--- src/rtl/mips_pkg.sv ---
// Shared MIPS definitions: multiplier FSM states and the default multiply length.
package mips_pkg;

  localparam int MULT_CYCLES = 32;

  typedef enum logic [1:0] {
    IDLE = 2'd0,
    RUN  = 2'd1,
    DONE = 2'd2
  } mult_state_e;

endpackage

--- src/rtl/mult_shift_add.sv ---
// Shift-add multiply datapath: multiplicand register, WIDTH+1 bit accumulator and
// multiplier shift register; product is {accumulator low WIDTH bits, multiplier}.
module mult_shift_add
  import mips_pkg::*;
#(
  parameter int WIDTH = MULT_CYCLES
) (
  input  logic               clk_i,
  input  logic               rst_ni,
  input  logic               load_i,
  input  logic               step_i,
  input  logic [WIDTH-1:0]   mcand_i,
  input  logic [WIDTH-1:0]   mplier_i,
  output logic [2*WIDTH-1:0] product_o
);

  logic [WIDTH-1:0] mcand_q;
  logic [WIDTH-1:0] mpl_q;
  logic [WIDTH-1:0] mpl_d;
  logic [WIDTH:0]   acc_q;
  logic [WIDTH:0]   acc_d;
  logic [WIDTH:0]   sum_s;

  // The extra accumulator bit keeps the carry of the add until it is shifted down.
  always_comb begin
    sum_s = acc_q + (mpl_q[0] ? {1'b0, mcand_q} : {(WIDTH+1){1'b0}});
    if (load_i) begin
      acc_d = {(WIDTH+1){1'b0}};
      mpl_d = mplier_i;
    end else if (step_i) begin
      acc_d = {1'b0, sum_s[WIDTH:1]};
      mpl_d = {sum_s[0], mpl_q[WIDTH-1:1]};
    end else begin
      acc_d = acc_q;
      mpl_d = mpl_q;
    end
  end

  always_ff @(posedge clk_i or negedge rst_ni) begin
    if (!rst_ni) begin
      mcand_q <= {WIDTH{1'b0}};
      mpl_q   <= {WIDTH{1'b0}};
      acc_q   <= {(WIDTH+1){1'b0}};
    end else begin
      if (load_i) begin
        mcand_q <= mcand_i;
      end
      mpl_q <= mpl_d;
      acc_q <= acc_d;
    end
  end

  assign product_o = {acc_q[WIDTH-1:0], mpl_q};

endmodule

--- src/rtl/mult_unit_mips.sv ---
// Iterative MIPS mult/multu unit: IDLE/RUN/DONE FSM driving a shift-add datapath.
// Define MULT_SIGNED_EN to honour is_signed (magnitude multiply plus final negate).
module mult_unit_mips
  import mips_pkg::*;
#(
  parameter int WIDTH = MULT_CYCLES
) (
  input  logic             clk,
  input  logic             rst_n,
  input  logic             start,
  input  logic [WIDTH-1:0] op_a,
  input  logic [WIDTH-1:0] op_b,
  input  logic             is_signed,
  output logic             busy,
  output logic             stall,
  output logic             done,
  output logic [WIDTH-1:0] hi,
  output logic [WIDTH-1:0] lo
);

  localparam int CW = $clog2(WIDTH);

  mult_state_e        state_q, state_d;
  logic [CW-1:0]      cnt_q, cnt_d;
  logic [WIDTH-1:0]   hi_q, lo_q;
  logic               done_q;
  logic               load_s, step_s, busy_s, stall_s;
  logic [WIDTH-1:0]   mcand_s, mplier_s;
  logic [2*WIDTH-1:0] product_s, result_s;

  mult_shift_add #(.WIDTH(WIDTH)) u_shift_add (
    .clk_i     (clk),
    .rst_ni    (rst_n),
    .load_i    (load_s),
    .step_i    (step_s),
    .mcand_i   (mcand_s),
    .mplier_i  (mplier_s),
    .product_o (product_s)
  );

`ifdef MULT_SIGNED_EN
  logic neg_q, neg_d;
  logic sign_a_s, sign_b_s;

  always_comb begin
    sign_a_s = is_signed & op_a[WIDTH-1];
    sign_b_s = is_signed & op_b[WIDTH-1];
    mcand_s  = sign_a_s ? (-op_a) : op_a;
    mplier_s = sign_b_s ? (-op_b) : op_b;
    neg_d    = load_s ? (sign_a_s ^ sign_b_s) : neg_q;
    result_s = neg_q ? (-product_s) : product_s;
  end

  always_ff @(posedge clk or negedge rst_n) begin
    if (!rst_n) begin
      neg_q <= 1'b0;
    end else begin
      neg_q <= neg_d;
    end
  end
`else
  logic unused_s;

  assign mcand_s  = op_a;
  assign mplier_s = op_b;
  assign result_s = product_s;
  assign unused_s = is_signed;
`endif

  always_ff @(posedge clk or negedge rst_n) begin
    if (!rst_n) begin
      state_q <= IDLE;
      cnt_q   <= {CW{1'b0}};
    end else begin
      state_q <= state_d;
      cnt_q   <= cnt_d;
    end
  end

  // RUN always lasts WIDTH steps; there is no early exit on zero operands.
  always_comb begin
    state_d = state_q;
    case (state_q)
      IDLE:    state_d = start ? RUN : IDLE;
      RUN:     state_d = (cnt_q == CW'(WIDTH - 1)) ? DONE : RUN;
      DONE:    state_d = IDLE;
      default: state_d = IDLE;
    endcase
    if (load_s) begin
      cnt_d = {CW{1'b0}};
    end else if (step_s) begin
      cnt_d = cnt_q + {{(CW-1){1'b0}}, 1'b1};
    end else begin
      cnt_d = cnt_q;
    end
  end

  always_comb begin
    load_s  = 1'b0;
    step_s  = 1'b0;
    busy_s  = 1'b0;
    stall_s = 1'b0;
    case (state_q)
      IDLE: begin
        load_s  = start;
        stall_s = start & rst_n;
      end
      RUN: begin
        step_s  = 1'b1;
        busy_s  = 1'b1;
        stall_s = 1'b1;
      end
      DONE:    busy_s = 1'b1;
      default: busy_s = 1'b0;
    endcase
  end

  // hi/lo only change on leaving DONE, so the old result stays readable during RUN.
  always_ff @(posedge clk or negedge rst_n) begin
    if (!rst_n) begin
      hi_q   <= {WIDTH{1'b0}};
      lo_q   <= {WIDTH{1'b0}};
      done_q <= 1'b0;
    end else begin
      done_q <= (state_q == DONE);
      if (state_q == DONE) begin
        {hi_q, lo_q} <= result_s;
      end
    end
  end

  assign busy  = busy_s;
  assign stall = stall_s;
  assign done  = done_q;
  assign hi    = hi_q;
  assign lo    = lo_q;

endmodule

--- config.mk ---
export PLATFORM = sky130hd
export DESIGN_NAME = mult_unit_mips
export DESIGN_NICKNAME = d
export VERILOG_FILES = /design/src/rtl/mips_pkg.sv /design/src/rtl/mult_shift_add.sv /design/src/rtl/mult_unit_mips.sv
export SDC_FILE = /design/constraint.sdc
export NUM_CORES = 1
export LEC_CHECK = 0
export CAP_MARGIN = 10
export CORE_MARGIN = 2
export CORE_UTILIZATION = 30
export DETAILED_ROUTE_END_ITERATION = 7
export DONT_BUFFER_PORTS = 1
export PLACE_DENSITY = 0.41
export SYNTH_ARGS = -nofsm -noshare
export SYNTH_HDL_FRONTEND = slang
export SYNTH_SLANG_ARGS = --single-unit
--- constraint.sdc ---
create_clock -name clk -period 4.3 [get_ports clk]
set_input_delay 0.86 -clock clk [delete_from_list [all_inputs] [get_ports clk]]
set_output_delay 0.86 -clock clk [all_outputs]
set_load 0.005 [all_outputs]
==> results.md, run 1 <==
* Worst-path clk slew at 0.07 ns
* Flop pwr share at 35.1%
* Post-route design area at 0.009661 mm^2
* Clock latency on the worst-skew pair at 0.43 ns
* WP buf/inv at 1
* Net switching fraction of the power at 41.21%
* Pleak at 4.257 nW
* RSZ-0062 raised after global routing: no
* Worst Hold Class: in -> async
* HPWL after detailed placement at 14.75 mm
* Non-filler instance count after layout at 1,241
* Count of final hold-check violations at 0
* Primary FF master, synth: dfrtp_1
* Crit path cell chain: buf_12 > and2_1 > ha_1 > a21oi_1 > o211ai_1 > a2111oi_1 > o21ai_1 > a31oi_2 > o31ai_1 > nor4b_1 > a221o_1
* Post-synthesis cell count at 865
* Slew Limit Fails at 0
* Post-CTS setup repair buffer count at 0
* Status: completed
* N_diodes at 0
* Pre-Repair DR Iteration Count at 4
* Largest stage delay on the critical path at 0.68 ns
* Routability congestion estimate at 0.7984
* Layout Nets at 950
* Average size of a mapped cell at 10.04 um^2
* Clock power share at 20.8%
* Asr flop ratio synth at 100.0%
* Internal cell power at 4.393 mW
* Post-cts repair resize count at 0
* CP Data Arrival Time at 3.70 ns
* Syn nets at 971
* ANT nets after route at 0
* Share of cells above drive strength 1 at 13.54%
* Most frequent cells in the layout: nand2_1, dfrtp_1, mux2_2, nor2_1, o21ai_0
* IO buf count at 0
* Setup crit start kind: flip-flop
* Pwr/cell area at 773.5 mW/mm^2
* Hold slack at 0.1339 ns
* Post-synth top area cell: dfrtp_1
* Synth top area share at 48.41%
* Critical path class: reg -> reg
* Synth Cell Area at 0.008685 mm^2
* Largest net degree at the start of global routing at 170
* Worst VDD drop at 0.2684 mV
* Switching power at 3.080 mW
* Number of cell rows at 62
* Clock Root Buffer: clkbuf_16
* Synthesized flop and latch total at 168
* GRT Residual Overflow at 0
* Slew margin rel. at 34.38%
* Placed Area at 0.009084 mm^2
* CP endpoint kind: flip-flop
* Worst Clk Skew at 0.008223 ns
* Initial Utilization at 30.34%
* DIE AREA at 0.03032 mm^2
* Setup TNS Final at 0 ns
* Max cap viols at 0
* Post-Route WL at 22.43 mm
* Wire length per cell at 18.07 um
* Slew @ Worst Pin at 0.9843 ns
* Combinational Power Share at 44.1%
* Distinct cells, synth at 62
* Chip width at 174.1 um
* DRT iter0 DRCs at 332
* Initial antenna violation count at 0
* Slowest-stage cell, CP: a2111oi_1
* Cell family with most CP delay: compound AO/OA/AOI/OAI gates
* Crit-path max FO at 24
* DR DRC count at 0
* Final setup vio count at 0
* Max Clk Rate at 0.3000 GHz
* Commonest non-fill, non-tap cell in the layout: nand2_1
* Total track usage at 15.34%
* Vias in the first global route at 6,328
* Hold_buf cts at 0
* Post-synth EDFFs at 0
* Sinks on Clock Net at 168
* Worst reg2reg startpoint: u_shift_add.mpl_q[0]
* Final Cycle Share at 77.51%
* Worst path required time at 4.67 ns
* Via count at 6,130
* IO Count at 135
* Final worst path period need at 3.333 ns
* Sequential area share after synthesis at 48.41%
* Die Y-Extent at 174.1 um
* Routed vias/inst at 4.940
* Core Region at 0.02863 mm^2
* Top cells by area, synth: dfrtp_1, mux2_2, nand2_1
* CTS Buffer Depth at 2
* Number of cells after detailed placement at 1,209
* H-Tree Depth at 4
* Synth warnings at 0
* Layout area overhead at 11.24%
* Worst Setup SP: u_shift_add.mpl_q[0]
* Global-route wire length before repair at 36.64 mm
* CTS tree: built
* CTS Buf Count at 17
[cell families (layout without fill, tap and decap cells)]
family,count (synthesis),in the layout,share of synthesized area (%)
simple gates,303,303,15.62
compound gates,170,170,12.55
flops,168,168,48.41
mux,109,109,13.49
buf+inv,60,52,2.665
fa+ha+maj,38,38,5.561
xor+xnor,17,17,1.715
[through the flow]
step           power, mW  utilization [%]  setup WS, ns
6_report           7.473            33.75        0.9671
5_1_grt            8.154            33.75        0.7011
4_1_cts            7.587            33.75        0.9112
3_5_place_dp       5.975            31.73        0.9261
3_3_place_gp       5.957            31.73        0.9410
2_1_floorplan      5.089                -         1.307
[state kept, by name, summed over array words and instances, names as in the netlist]
| name | cells |
|---|---|
| cnt_q | 5 |
| done | 1 |
| hi | 32 |
| lo | 32 |
| state_q | 2 |
| u_shift_add.acc_q | 32 |
| u_shift_add.mcand_q | 32 |
| u_shift_add.mpl_q | 32 |
[synthesized netlist by cell type, types with 2 or more instances]
cell type  number
or3_1           5
o21ai_0        47
buf_1           5
a21oi_1        42
nor4b_1         2
o21ai_1        14
a211o_1         3
mux2i_1        45
inv_1          13
or2_2           3
xnor2_1         9
nand4b_1        2
o211ai_1        5
o211a_1         2
and2_1         35
dfrtp_1       168
a221o_1         2
nor4_1          2
nand4_1         6
o21a_1          6
mux2_2         64
xor2_1          8
nor2_1         49
ha_1           37
buf_2           2
a21o_1         12
a31oi_1         5
o21bai_1        6
clkbuf_1       38
nor3_1          7
a211oi_1        9
nand2_1       169
nand3_1        10
nand3b_1        3
nor2b_1         3
[area by class of cell]
type / count / area (um^2)
clock inverter: 13 / 133.9
sequential: 168 / 4204
tap: 384 / 480.5
multi-input combinational: 637 / 4277
clock buffer: 19 / 442.9
timing repair buffer: 6 / 70.07
inverter: 14 / 52.55
fill: 2942 / 18960
[power groups by stage]
stage / Clock [mW] / Combinational, mW / Sequential (mW)
floorplan: 0 / 2.62 / 2.47
global placement: 0 / 3.30 / 2.66
detailed placement: 0 / 3.31 / 2.66
CTS: 1.61 / 3.34 / 2.64
global route: 1.68 / 3.76 / 2.71
finish: 1.55 / 3.30 / 2.63
[layer usage]
layer / vias to the layer above / track usage [%] / wire length [um]
met1: 3044 / 22.39 / 11540
met4: 0 / 3.676 / 197
met3: 11 / 3.696 / 856
met2: 105 / 22.86 / 9832
met5: - / 0 / 0
li1: 2970 / - / -
[final timing paths]
check | cells after the start | end | slack [ns]
max | 11 | u_shift_add.acc_q[28] | 0.97
max reg2reg | 11 | u_shift_add.acc_q[28] | 0.97
min reg2reg | 2 | u_shift_add.mcand_q[14] | 0.47
min | 0 | u_shift_add.mcand_q[14] | 0.13
max in group asynchronous | 0 | hi[28] | 3.95
min in group clk | 2 | u_shift_add.mcand_q[14] | 0.47
No activity file was read; power rests on OpenSTA's default activity.
==> run 2, diff against run 1 <==
PLACE_DENSITY = 0.42   (was 0.41)
clock period = 2.9 ns   (was 4.3 ns; I/O delays follow)
==> results.md, run 2 (synthesis gave the netlist of run 1 again) <==
* Status: finished with violations
* Violated checks: hold timing, setup timing
* DRT iter0 DRCs at 344
* Via count at 6,336
* CTS Buffer Depth at 2
* Power Total at 12.40 mW
* Worst path required time at 3.23 ns
* Final WS setup at -0.05493 ns
* Number of cell rows at 62
* Final setup vio count at 1
* FF-to-FF path depth at 12
* Routed vias/inst at 4.807
* Hold slack at -0.1608 ns
* Crit-path max FO at 7
* Clock Root Buffer: clkbuf_16
* IO Count at 135
* Most frequent cells in the layout: nand2_1, dfrtp_1, buf_4, mux2_2, nor2_1
* Routability congestion estimate at 0.8109
* Wire length per cell at 17.56 um
* Total track usage at 15.77%
* Slew @ Worst Pin at 0.6800 ns
* Slowest-stage cell, CP: dfrtp_2
* HPWL after detailed placement at 15.54 mm
* Layout area overhead at 21.58%
* Worst reg2reg startpoint: u_shift_add.mpl_q[0]
* Worst-path clk slew at 0.07 ns
* Worst VDD drop at 0.5121 mV
* Largest stage delay on the critical path at 0.44 ns
* Clock latency on the worst-skew pair at 0.44 ns
* Final worst path period need at 2.955 ns
* RSZ-0062 raised after global routing: yes
* Share of cells above drive strength 1 at 25.05%
* Core Region at 0.02863 mm^2
* N_diodes at 0
* Worst setup path end: u_shift_add.acc_q[25]
* Worst Setup SP: u_shift_add.mpl_q[0]
* Setup TNS Final at -0.05493 ns
* Max Clk Rate at 0.3384 GHz
* Global-route wire length before repair at 37.71 mm
* Setup crit start kind: flip-flop
* H-Tree Depth at 4
* FF-to-FF setup slack at -0.05 ns
* Slew margin rel. at 54.67%
* Worst Hold Class: in -> async
* Chip width at 174.1 um
* Count of final hold-check violations at 168
* Slew Limit Fails at 0
* Pwr/cell area at 1174 mW/mm^2
* DIE AREA at 0.03032 mm^2
* Crit path cell chain: and2_4 > ha_4 > inv_2 > fa_2 > and2b_1 > o21a_1 > o211a_1 > o21ai_2 > a2111o_1 > a211o_1 > nor4b_4 > a221o_1
* DR DRC count at 0
* Sinks on Clock Net at 168
* Final Cycle Share at 101.9%
* GRT Residual Overflow at 0
* Post-Route WL at 23.14 mm
* CP Data Arrival Time at 3.28 ns
* Critical path class: reg -> reg
* CTS tree: built
* IO buf count at 0
* Layout Nets at 1,027
* ANT nets after route at 0
* Max cap viols at 0
* Reg-to-reg endpoint: u_shift_add.acc_q[25]
* Worst Clk Skew at 0.01293 ns
* Vias in the first global route at 6,653
* Die Y-Extent at 174.1 um
* CP endpoint kind: flip-flop
* Largest net degree at the start of global routing at 170
* Pleak at 4.687 nW
* Initial Utilization at 30.34%
* Initial antenna violation count at 0
* Pre-Repair DR Iteration Count at 4
* CTS Buf Count at 17
-- run 2: changes by cell type in the layout (fill, tap and decap cells not counted), moves of 3 or more --
| cell | before | now |
|---|---|---|
| o21ai_0 | 47 | 42 |
| a21oi_2 | 1 | 4 |
| ha_4 | 2 | 10 |
| a21oi_1 | 42 | 37 |
| buf_4 | 4 | 81 |
| o21ai_2 | 0 | 6 |
| ha_1 | 35 | 26 |
-- run 2: routing by layer --
layer | wire length (um) | track usage, %
met5 | 0 | 0
met2 | 10310 | 24.00
met4 | 199 | 4.132
met1 | 11750 | 22.26
met3 | 883 | 4.090
-- run 2: what timing repair did --
action,in CTS,in global routing
endpoints found under the hold margin,168,168
resized for setup,24,28
pin swaps,1,14
setup buffers,1,3
endpoints found under the setup margin,13,13
-- run 2: where the power goes --
| part | switching [mW] | internal, mW | leakage [nW] |
|---|---|---|---|
| sequential | 0.692 | 3.22 | 1.90 |
| combinational | 3.17 | 2.81 | 2.47 |
| clock | 1.09 | 1.41 | 0.310 |
-- run 2: cell type report --
type                       count  area [um^2]
fill                        2886        18070
multi-input combinational    637         4552
sequential                   168         4205
timing repair buffer          83        639.4
tap                          384        480.5
clock buffer                  19        442.9
clock inverter                13        186.4
inverter                      14        52.55
-- run 2: worst max-delay path, delay by kind of cell (launching register included) --
family / cells / cell delay (ns)
simple gates: 3 / 0.52
fa+ha+maj: 2 / 0.44
buf+inv: 1 / 0.03
flops: 1 / 0.44
compound gates: 6 / 1.40
-- run 2: stage by stage --
step	hold slack [ns]	util [%]	setup slack, ns	instances	instance area, um^2
2_1_floorplan	0.2844	-	0.005012	865	8691
3_3_place_gp	0.2892	33.63	-0.1780	1282	9625
3_5_place_dp	0.2897	33.63	-0.1722	1282	9625
4_1_cts	-0.1948	36.34	-0.06637	1315	10400
5_1_grt	-0.1964	36.89	-0.1836	1318	10560
6_report	-0.1608	36.89	-0.05493	1318	10560
-- run 2: worst min-delay path by stage --
stage / startpoint / endpoint / slack, ns / cells past startpoint
after floorplan: rst_n / cnt_q[0] / 0.28 / 0
after global placement: rst_n / hi[15] / 0.29 / 0
after detailed placement: rst_n / hi[15] / 0.29 / 0
after CTS: rst_n / hi[20] / -0.19 / 0
after global routing: rst_n / u_shift_add.acc_q[15] / -0.20 / 0
final: rst_n / u_shift_add.mcand_q[14] / -0.16 / 0
==> run 3, diff against run 2 <==
CORE_UTILIZATION = 45   (was 30)
PLACE_DENSITY = 0.59   (was 0.42)
TNS_END_PERCENT = 10   (was default)
==> results.md, run 3 (synthesis gave the netlist of run 1 again) <==
* Core Util, Final at 55.53%
* Global-route wire length before repair at 34.56 mm
* CTS Buffer Depth at 2
* Non-filler instance count after layout at 1,198
* Clock power share at 18.3%
* ANT nets after route at 0
* Pre-Repair DR Iteration Count at 5
* Via count at 6,427
* Critical path class: reg -> reg
* Chip width at 142.9 um
* N_diodes at 0
* Core Region at 0.01883 mm^2
* HPWL after detailed placement at 14.55 mm
* RSZ-0062 raised after global routing: yes
* Share of cells above drive strength 1 at 26.01%
* Final WS setup at -0.07802 ns
* Sinks on Clock Net at 168
* Most frequent cells in the layout: nand2_1, dfrtp_1, buf_4, mux2_2, nor2_1
* Routed vias/inst at 5.365
* H-Tree Depth at 4
* Final worst path period need at 2.978 ns
* Violated checks: hold timing, setup timing
* Worst VDD drop at 0.5391 mV
* Pleak at 4.696 nW
* Placed Area at 0.009493 mm^2
* Wire length per cell at 17.54 um
* Total track usage at 21.33%
* Number of cell rows at 50
* Setup TNS Final at -0.1313 ns
* Final setup vio count at 3
* Number of cells after detailed placement at 1,161
* Max Clk Rate at 0.3358 GHz
* CTS tree: built
* Worst Hold Class: in -> async
* Slew Limit Fails at 0
* Routability congestion estimate at 0.8626
* Post-Route WL at 21.01 mm
* Count of final hold-check violations at 168
* IO Count at 135
* Die Y-Extent at 142.9 um
* Area of the multi-input gates at 0.004604 mm^2
* Slew margin rel. at 61.64%
* Sequential Area at 0.004205 mm^2
* Final Cycle Share at 102.7%
* Slew @ Worst Pin at 0.5701 ns
* Filler cells at 1,657
* Max cap viols at 0
* Net switching fraction of the power at 40.30%
* Hold slack at -0.1535 ns
* Clock Root Buffer: clkbuf_16
* CP Data Arrival Time at 3.29 ns
* Layout Nets at 1,031
* CP endpoint kind: flip-flop
* CTS Buf Count at 17
* Worst path required time at 3.21 ns
* GRT Residual Overflow at 0
* Crit-path max FO at 4
* Initial Utilization at 46.12%
* Internal cell power at 7.369 mW
* Combinational Power Share at 50.1%
* Status: finished with violations
* Pwr/cell area at 1180 mW/mm^2
* Initial antenna violation count at 0
* Switching power at 4.974 mW
* Worst Clk Skew at 0.009533 ns
* DRT iter0 DRCs at 308
* Setup crit start kind: flip-flop
* DIE AREA at 0.02043 mm^2
* Layout area overhead at 20.40%
* Clock latency on the worst-skew pair at 0.43 ns
* Flop pwr share at 31.6%
* Vias in the first global route at 6,661
* Worst-path clk slew at 0.07 ns
* Post-route design area at 0.01046 mm^2
* IO buf count at 0
* DR DRC count at 0
* Largest net degree at the start of global routing at 170
run 3: cell count changes in the layout (fill, tap and decap cells not counted), moves of 2 or more:
| cell | before | now |
|---|---|---|
| bufinv_16 | 3 | 1 |
| a211oi_1 | 8 | 6 |
| a211oi_2 | 2 | 4 |
| a21oi_2 | 4 | 6 |
| a21oi_1 | 37 | 35 |
| buf_4 | 81 | 85 |
run 3: layout make-up:
type / count / share of cell area [%]
clock inverters: 14 / 1.544
inverters: 14 / 0.5026
repair buffers: 87 / 6.486
well taps: 260 / 3.111
flip-flops and latches: 168 / 40.22
multi-input cells: 637 / 44.03
clock buffers: 18 / 4.104
run 3: final timing paths:
| check | start | endpoint | slack [ns] | depth (start not counted) |
|---|---|---|---|---|
| min in group clk | op_a[23] | u_shift_add.mcand_q[23] | 0.25 | 2 |
| setup / recovery | u_shift_add.mpl_q[0] | u_shift_add.acc_q[25] | -0.08 | 12 |
| setup reg to reg | u_shift_add.mpl_q[0] | u_shift_add.acc_q[25] | -0.08 | 12 |
| hold / removal | rst_n | u_shift_add.mcand_q[14] | -0.15 | 0 |
| hold reg to reg | u_shift_add.mcand_q[28] | u_shift_add.mcand_q[28] | 0.47 | 2 |
| max in group asynchronous | rst_n | u_shift_add.mpl_q[0] | 2.87 | 0 |
run 3: metrics by stage:
| stage | power (mW) | setup WS, ns |
|---|---|---|
| 6_report | 12.34 | -0.07802 |
| 5_1_grt | 13.35 | -0.1855 |
| 3_3_place_gp | 9.376 | -0.1301 |
| 2_1_floorplan | 7.549 | 0.005012 |
| 3_5_place_dp | 9.501 | -0.2249 |
| 4_1_cts | 12.00 | -0.1509 |
run 3: layer usage:
layer  part of all wire [%]  vias to the layer above  track usage [%]
li1                       -                     3135                -
met2                     46                      115            32.59
met4                    1.6                        0            7.191
met5                      0                        -                0
met1                     48                     3155            30.61
met3                    3.7                       22            3.890
run 3: power by group through the flow:
| stage | Combinational [mW] | Sequential, mW | Clock, mW |
|---|---|---|---|
| finish | 6.18 | 3.90 | 2.26 |
| global route | 6.90 | 4.02 | 2.43 |
| CTS | 5.78 | 3.89 | 2.33 |
| detailed placement | 5.58 | 3.92 | 0 |
| global placement | 5.49 | 3.88 | 0 |
| floorplan | 3.89 | 3.66 | 0 |
run 3: worst max-delay path, stage by stage (launching register included):
cell	delay [ns]
dfrtp_2	0.41
and2_4	0.16
ha_4	0.13
inv_2	0.03
fa_2	0.33
and2b_1	0.23
o21a_1	0.13
o211a_1	0.19
o21ai_2	0.08
a2111o_1	0.45
a211o_1	0.32
nor4b_4	0.14
a221o_1	0.26
run 3: repair_timing:
action / 4_1_cts / 5_1_grt
resized for setup: 17 / 43
buffers inserted: 1 / 4
hold endpoints to repair: 168 / 168
setup endpoints to repair: 13 / 18
pin swaps: 8 / 30
